`src/rtl/uart_tx_arbiter.sv`:
```
// uart_tx_arbiter: shares one UART transmitter among NumReq byte streams with
// line-locked round-robin grants, polling TX-full status before every byte write.
module uart_tx_arbiter #(
    parameter int unsigned          NumReq      = 3,
    parameter int unsigned          AddrWidth   = 32,
    parameter int unsigned          DataWidth   = 32,
    parameter logic [AddrWidth-1:0] UartBase    = 32'h8000_1000,
    parameter logic [7:0]           LineEnd     = 8'h0A,
    parameter int unsigned          MaxBurst    = 64,
    parameter int unsigned          LockTimeout = 1024
) (
    input  logic                   clk_i,
    input  logic                   rst_ni,
    input  logic [NumReq-1:0]      req_valid_i,
    input  logic [NumReq*8-1:0]    req_data_i,
    output logic [NumReq-1:0]      req_ready_o,
    output logic [NumReq-1:0]      grant_o,
    output logic                   busy_o,
    output logic                   host_req_o,
    output logic [AddrWidth-1:0]   host_addr_o,
    output logic                   host_we_o,
    output logic [3:0]             host_be_o,
    output logic [DataWidth-1:0]   host_wdata_o,
    input  logic                   host_rvalid_i,
    input  logic [DataWidth-1:0]   host_rdata_i
);
    localparam int unsigned IW = $clog2(NumReq);
    localparam int unsigned BW = $clog2(MaxBurst + 1);
    localparam int unsigned TW = $clog2(LockTimeout + 1);

    typedef enum logic [2:0] {IDLE, POLL, WAIT_STAT, WRITE, WAIT_WR} state_t;

    state_t        state, state_d;
    logic          locked, found;
    logic [IW-1:0] owner, ptr, sel, cur, owner_nxt;
    logic [IW:0]   j;
    logic [BW-1:0] burst, burst_inc;
    logic [TW-1:0] tmo;
    logic [7:0]    tx_byte;
    logic          unused_rdata;

    assign unused_rdata = ^{host_rdata_i[DataWidth-1:2], host_rdata_i[0]};

    // Scan downwards so the requester closest to the pointer is assigned last and wins.
    always_comb begin
        found = 1'b0;
        sel = '0;
        j = '0;
        for (int i = NumReq - 1; i >= 0; i--) begin
            j = {1'b0, ptr} + (IW+1)'(i);
            j = (j >= (IW+1)'(NumReq)) ? j - (IW+1)'(NumReq) : j;
            if (req_valid_i[j[IW-1:0]]) begin
                found = 1'b1;
                sel = j[IW-1:0];
            end
        end
    end

    assign cur       = locked ? owner : sel;
    assign owner_nxt = (owner == IW'(NumReq - 1)) ? '0 : owner + 1'b1;
    assign burst_inc = (burst == BW'(MaxBurst)) ? burst : burst + 1'b1;

    always_ff @(posedge clk_i or negedge rst_ni) begin
        if (!rst_ni) state <= IDLE;
        else state <= state_d;
    end

    always_comb begin
        state_d = state;
        case (state)
            IDLE:      state_d = (locked ? req_valid_i[owner] : found) ? POLL : IDLE;
            POLL:      state_d = WAIT_STAT;
            WAIT_STAT: state_d = host_rvalid_i ? (host_rdata_i[1] ? POLL : WRITE) : WAIT_STAT;
            WRITE:     state_d = WAIT_WR;
            WAIT_WR:   state_d = host_rvalid_i ? IDLE : WAIT_WR;
            default:   state_d = IDLE;
        endcase
    end

    // The byte is captured once on leaving IDLE; repolls reuse it.
    always_ff @(posedge clk_i or negedge rst_ni) begin
        if (!rst_ni) begin
            locked  <= 1'b0;
            owner   <= '0;
            ptr     <= '0;
            burst   <= '0;
            tmo     <= '0;
            tx_byte <= '0;
        end else begin
            if (state == IDLE && state_d == POLL) tx_byte <= req_data_i[{cur, 3'b000} +: 8];
            if (state == IDLE && !locked && found) begin
                locked <= 1'b1;
                owner  <= sel;
                burst  <= '0;
            end
            if (state == IDLE && locked && !req_valid_i[owner]) begin
                tmo <= (tmo == TW'(LockTimeout - 1)) ? '0 : tmo + 1'b1;
                if (tmo == TW'(LockTimeout - 1)) begin
                    locked <= 1'b0;
                    ptr    <= owner_nxt;
                end
            end else begin
                tmo <= '0;
            end
            if (state == WAIT_WR && host_rvalid_i) begin
                burst <= burst_inc;
                if (tx_byte == LineEnd || burst_inc == BW'(MaxBurst)) begin
                    locked <= 1'b0;
                    ptr    <= owner_nxt;
                end
            end
        end
    end

    always_comb begin
        busy_o       = state != IDLE;
        host_req_o   = state == POLL || state == WRITE;
        host_we_o    = state == WRITE;
        host_be_o    = host_req_o ? 4'b0001 : 4'b0000;
        host_addr_o  = (state == POLL) ? UartBase + AddrWidth'(8) :
                       (state == WRITE) ? UartBase + AddrWidth'(4) : '0;
        host_wdata_o = host_we_o ? DataWidth'(tx_byte) : '0;
        grant_o      = locked ? NumReq'(1) << owner : '0;
        req_ready_o  = host_we_o ? grant_o : '0;
    end
endmodule

```
`config.mk`:
```
export PLATFORM = sky130hd
export DESIGN_NAME = uart_tx_arbiter
export DESIGN_NICKNAME = d
export VERILOG_FILES = /design/src/rtl/uart_tx_arbiter.sv
export SDC_FILE = /design/constraint.sdc
export NUM_CORES = 1
export LEC_CHECK = 0
export ABC_AREA = 0
export BUFFER_PORTS_ARGS = -buffer_cell sky130_fd_sc_hd__buf_4
export CORE_ASPECT_RATIO = 0.75
export CORE_MARGIN = 2
export CORE_UTILIZATION = 42
export DETAILED_ROUTE_END_ITERATION = 6
export HOLD_SLACK_MARGIN = 0.12
export PLACE_DENSITY = 0.82
export RECOVER_POWER = 25
export SLEW_MARGIN = 20
export SYNTH_ARGS = -nofsm -noshare
export SYNTH_HDL_FRONTEND = slang
export SYNTH_SLANG_ARGS = --single-unit
```
`constraint.sdc`:
```
create_clock -name clk_i -period 2.3 [get_ports clk_i]
set_input_delay 0.345 -clock clk_i [delete_from_list [all_inputs] [get_ports clk_i]]
set_output_delay 0.345 -clock clk_i [all_outputs]
set_load 0.01 [all_outputs]
```
==> metrics <==
Net Switching a little under 1 mW; Die Y 73.9 um; clock-pin transition on the worst setup and hold timing paths around 0.07 ns; WL/cell between 10 and 15 um; Placed Area between 0.002 and 0.003 sq mm; first-pass GRT wire length a little over 9 mm; fin. max-slew vios 0; critical path peak fanout 9; Max Clock Freq 0.439 GHz; P_leak around 1.6 nW; DPL Wire Length between 4 and 5 mm; initial drt markers 114; Comb pwr share a little over two fifths; Crit Path Class flip-flop to flip-flop; Post-Syn Instances ~300; number of antenna diodes 0; placer congestion estimate approximately 0.8; Distinct cells, synth 52; pwr dens around 860 mW/mm^2; main area contributors after synthesis dfrtp_1 31%, buf_4 16%, mux2i_1 4.4%, mux2_4 4.4%, ha_1 3.2%; Core Region around 0.0063 sq mm; Critical Path RT around 2.5 ns; Global Route Usage Sum 15.4%; cts bufs inserted 5; final instance area 0.00320 sq mm; sequential power share 33.8%; Initial Utilization a little over two fifths; Switching Fraction ~36%; PortBufs 52; Hold WC Path Type input pin to flip-flop; Die ar. 0.00718 sq mm; antenna violations before repair 0; unrepaired setup endpoints after global routing true; vias in the first global route 2,001; grt ovf 0; post-synthesis area per instance ~9 sq um; vias post-DR between 2,000 and 2,500; Post-synth EDFFs 0; Top FF cell, synth dfrtp_1; drt first pass iters 4; final period utilization a little under 100%; critical path arrival about 2.5 ns; Clock Latency Late Sink 0.29 ns; maximum vdd ir drop approximately 0.41 mV; Setup crit start kind flip-flop; count of final hold-check violations 0; Rel. slew slack between 40% and 50%; floorplan row count 25; P&R area growth vs syn 16.9%; Max-Cap Viols 0; Power Internal 1.77 mW; Remaining DRCs 0; total wire length between 5 and 6 mm; Async SR Flop Fraction between 90% and 100%; synthesized flop and latch total 34; layout cells sized above 1 between 20 and 30%; Seq/Total Area, Yosys roughly 31%; Clock Power Share 23.9%; clk sinks 34; mapped cell area about 0.0027 sq mm; I/O Pins around 140; status complete, no violations; fin util 50.9%; most common cell after layout, fill and taps aside buf_4; vias per inst around 4.7; Total Nets Final 429; Final setup viols 0; post-synth top area share 31.1%; cell taking the most area after synthesis dfrtp_1; Clock Path Buffers 2; die width slightly below 100 um; CP endpoint kind flip-flop; Tightest Pin Transition 0.826 ns; most frequent cells in the layout 60 x buf_4, 55 x conb_1, 34 x dfrtp_1, 23 x nor2_1, 19 x nand2_1; Final ANT Viol Nets 0; Final min period between 2 and 2.5 ns; # fillers roughly 580; Yosys warning total 0; root buf cell clkbuf_8; TritonCTS clock tree done; Layout Skew 0.00858 ns; H-tree depth 2; pin count of the biggest net entering global routing 35
critical path, stage by stage, from the launching register on:
cell and delay, ns:
dfrtp_1 0.43, ha_4 0.31, and4bb_1 0.21, a221o_1 0.30, a21oi_2 0.20, buf_12 0.15, mux2i_1 0.19, o2bb2ai_1 0.10
mux2_4 0.28
layout make-up:
| type | count | area, sq um | share of cell area, % |
|---|---|---|---|
| multi-input combinational | 241 | 1570 | 49.0 |
| sequential | 34 | 851 | 26.6 |
| timing repair buffer | 63 | 485 | 15.2 |
| tap | 81 | 101 | 3.17 |
| clock buffer | 5 | 68.8 | 2.15 |
| clock inverter | 3 | 68.8 | 2.15 |
| inverter | 15 | 56.3 | 1.76 |
cells by family after synthesis:
kind of cell,count (synthesis),synth area share (%)
xor+xnor,12,3.84
mux,21,9.19
simple gates,101,18.9
buf+inv,84,21.0
compound gates,45,12.7
flops,34,31.1
fa+ha+maj,7,3.20
other cells,1,0.137
what timing repair did:
item                       CTS  global route
hold buffers                 1             0
setup endpoints to repair    8             8
buffers inserted             3             1
gates cloned                 0             0
resized for setup            4             6
pin swaps                    1             0
hold endpoints to repair    34             0
through the flow:
stage,instances,setup slack (ns),power (mW),TNS [ns],hold slack (ns)
2_1_floorplan,359,0.145,1.80,0,0.0494
3_3_place_gp,429,-0.00415,2.04,-0.0117,0.313
3_5_place_dp,429,-0.0427,2.09,-0.299,0.318
4_1_cts,441,0.0262,2.77,0,0.287
5_1_grt,442,-0.0618,2.97,-0.325,0.301
6_report,442,0.0217,2.76,0,0.300
final timing paths:
path                                   from  depth (start not counted)  slack, ns                endpoint
max                        ptr[1]$_DFF_PN0_                          8       0.02  tx_byte[1]$_DFFE_PN0P_
min                           host_rvalid_i                          2       0.30      state[2]$_DFF_PN0_
max reg2reg                ptr[1]$_DFF_PN0_                          8       0.02  tx_byte[1]$_DFFE_PN0P_
min reg2reg                tmo[0]$_DFF_PN0_                          1       0.52        tmo[0]$_DFF_PN0_
max in group asynchronous            rst_ni                          2       1.09        tmo[6]$_DFF_PN0_
min in group asynchronous            rst_ni                          2       0.70        tmo[2]$_DFF_PN0_
synthesized netlist by cell type, types with 2 or more instances:
library cell   n
a211oi_1       2
a21oi_1        2
a31oi_1        2
and2_1         2
and3_1        13
buf_2          3
buf_4         58
buf_6          5
clkbuf_1       3
dfrtp_1       34
ha_1           7
inv_1         15
mux2_4         8
mux2i_1       12
nand2_1       19
nand2b_1       4
nand3_1       16
nand3b_1       2
nor2_1        23
nor2b_1        4
nor3_1         7
nor3b_1        2
nor4b_1        2
o21a_1         2
o21ai_0       12
o2bb2ai_1      8
o31ai_1        2
or3_1          2
xnor2_1        6
xor2_1         6
per-layer routing:
metal  part of all wire (%)  track usage, %  routed length, um
met5                      0               0                  0
met4                   0.39            5.63                 21
met3                    6.1            3.81                330
met2                     49            25.5               2650
met1                     44            19.9               2400
registers in the layout, indices dropped and copies added, names as in the netlist:
register / flops
burst: 7
locked: 1
owner: 2
ptr: 2
state: 3
tmo: 11
tx_byte: 8
power groups by stage:
stage          Sequential, mW  Combinational [mW]  Clock [mW]
5_1_grt                 0.961                1.30       0.703
4_1_cts                 0.928                1.17       0.668
2_1_floorplan           0.860               0.941           0
3_3_place_gp            0.931                1.11           0
3_5_place_dp            0.937                1.15           0
6_report                0.933                1.17       0.659
Power figures use the tool's default switching activity.
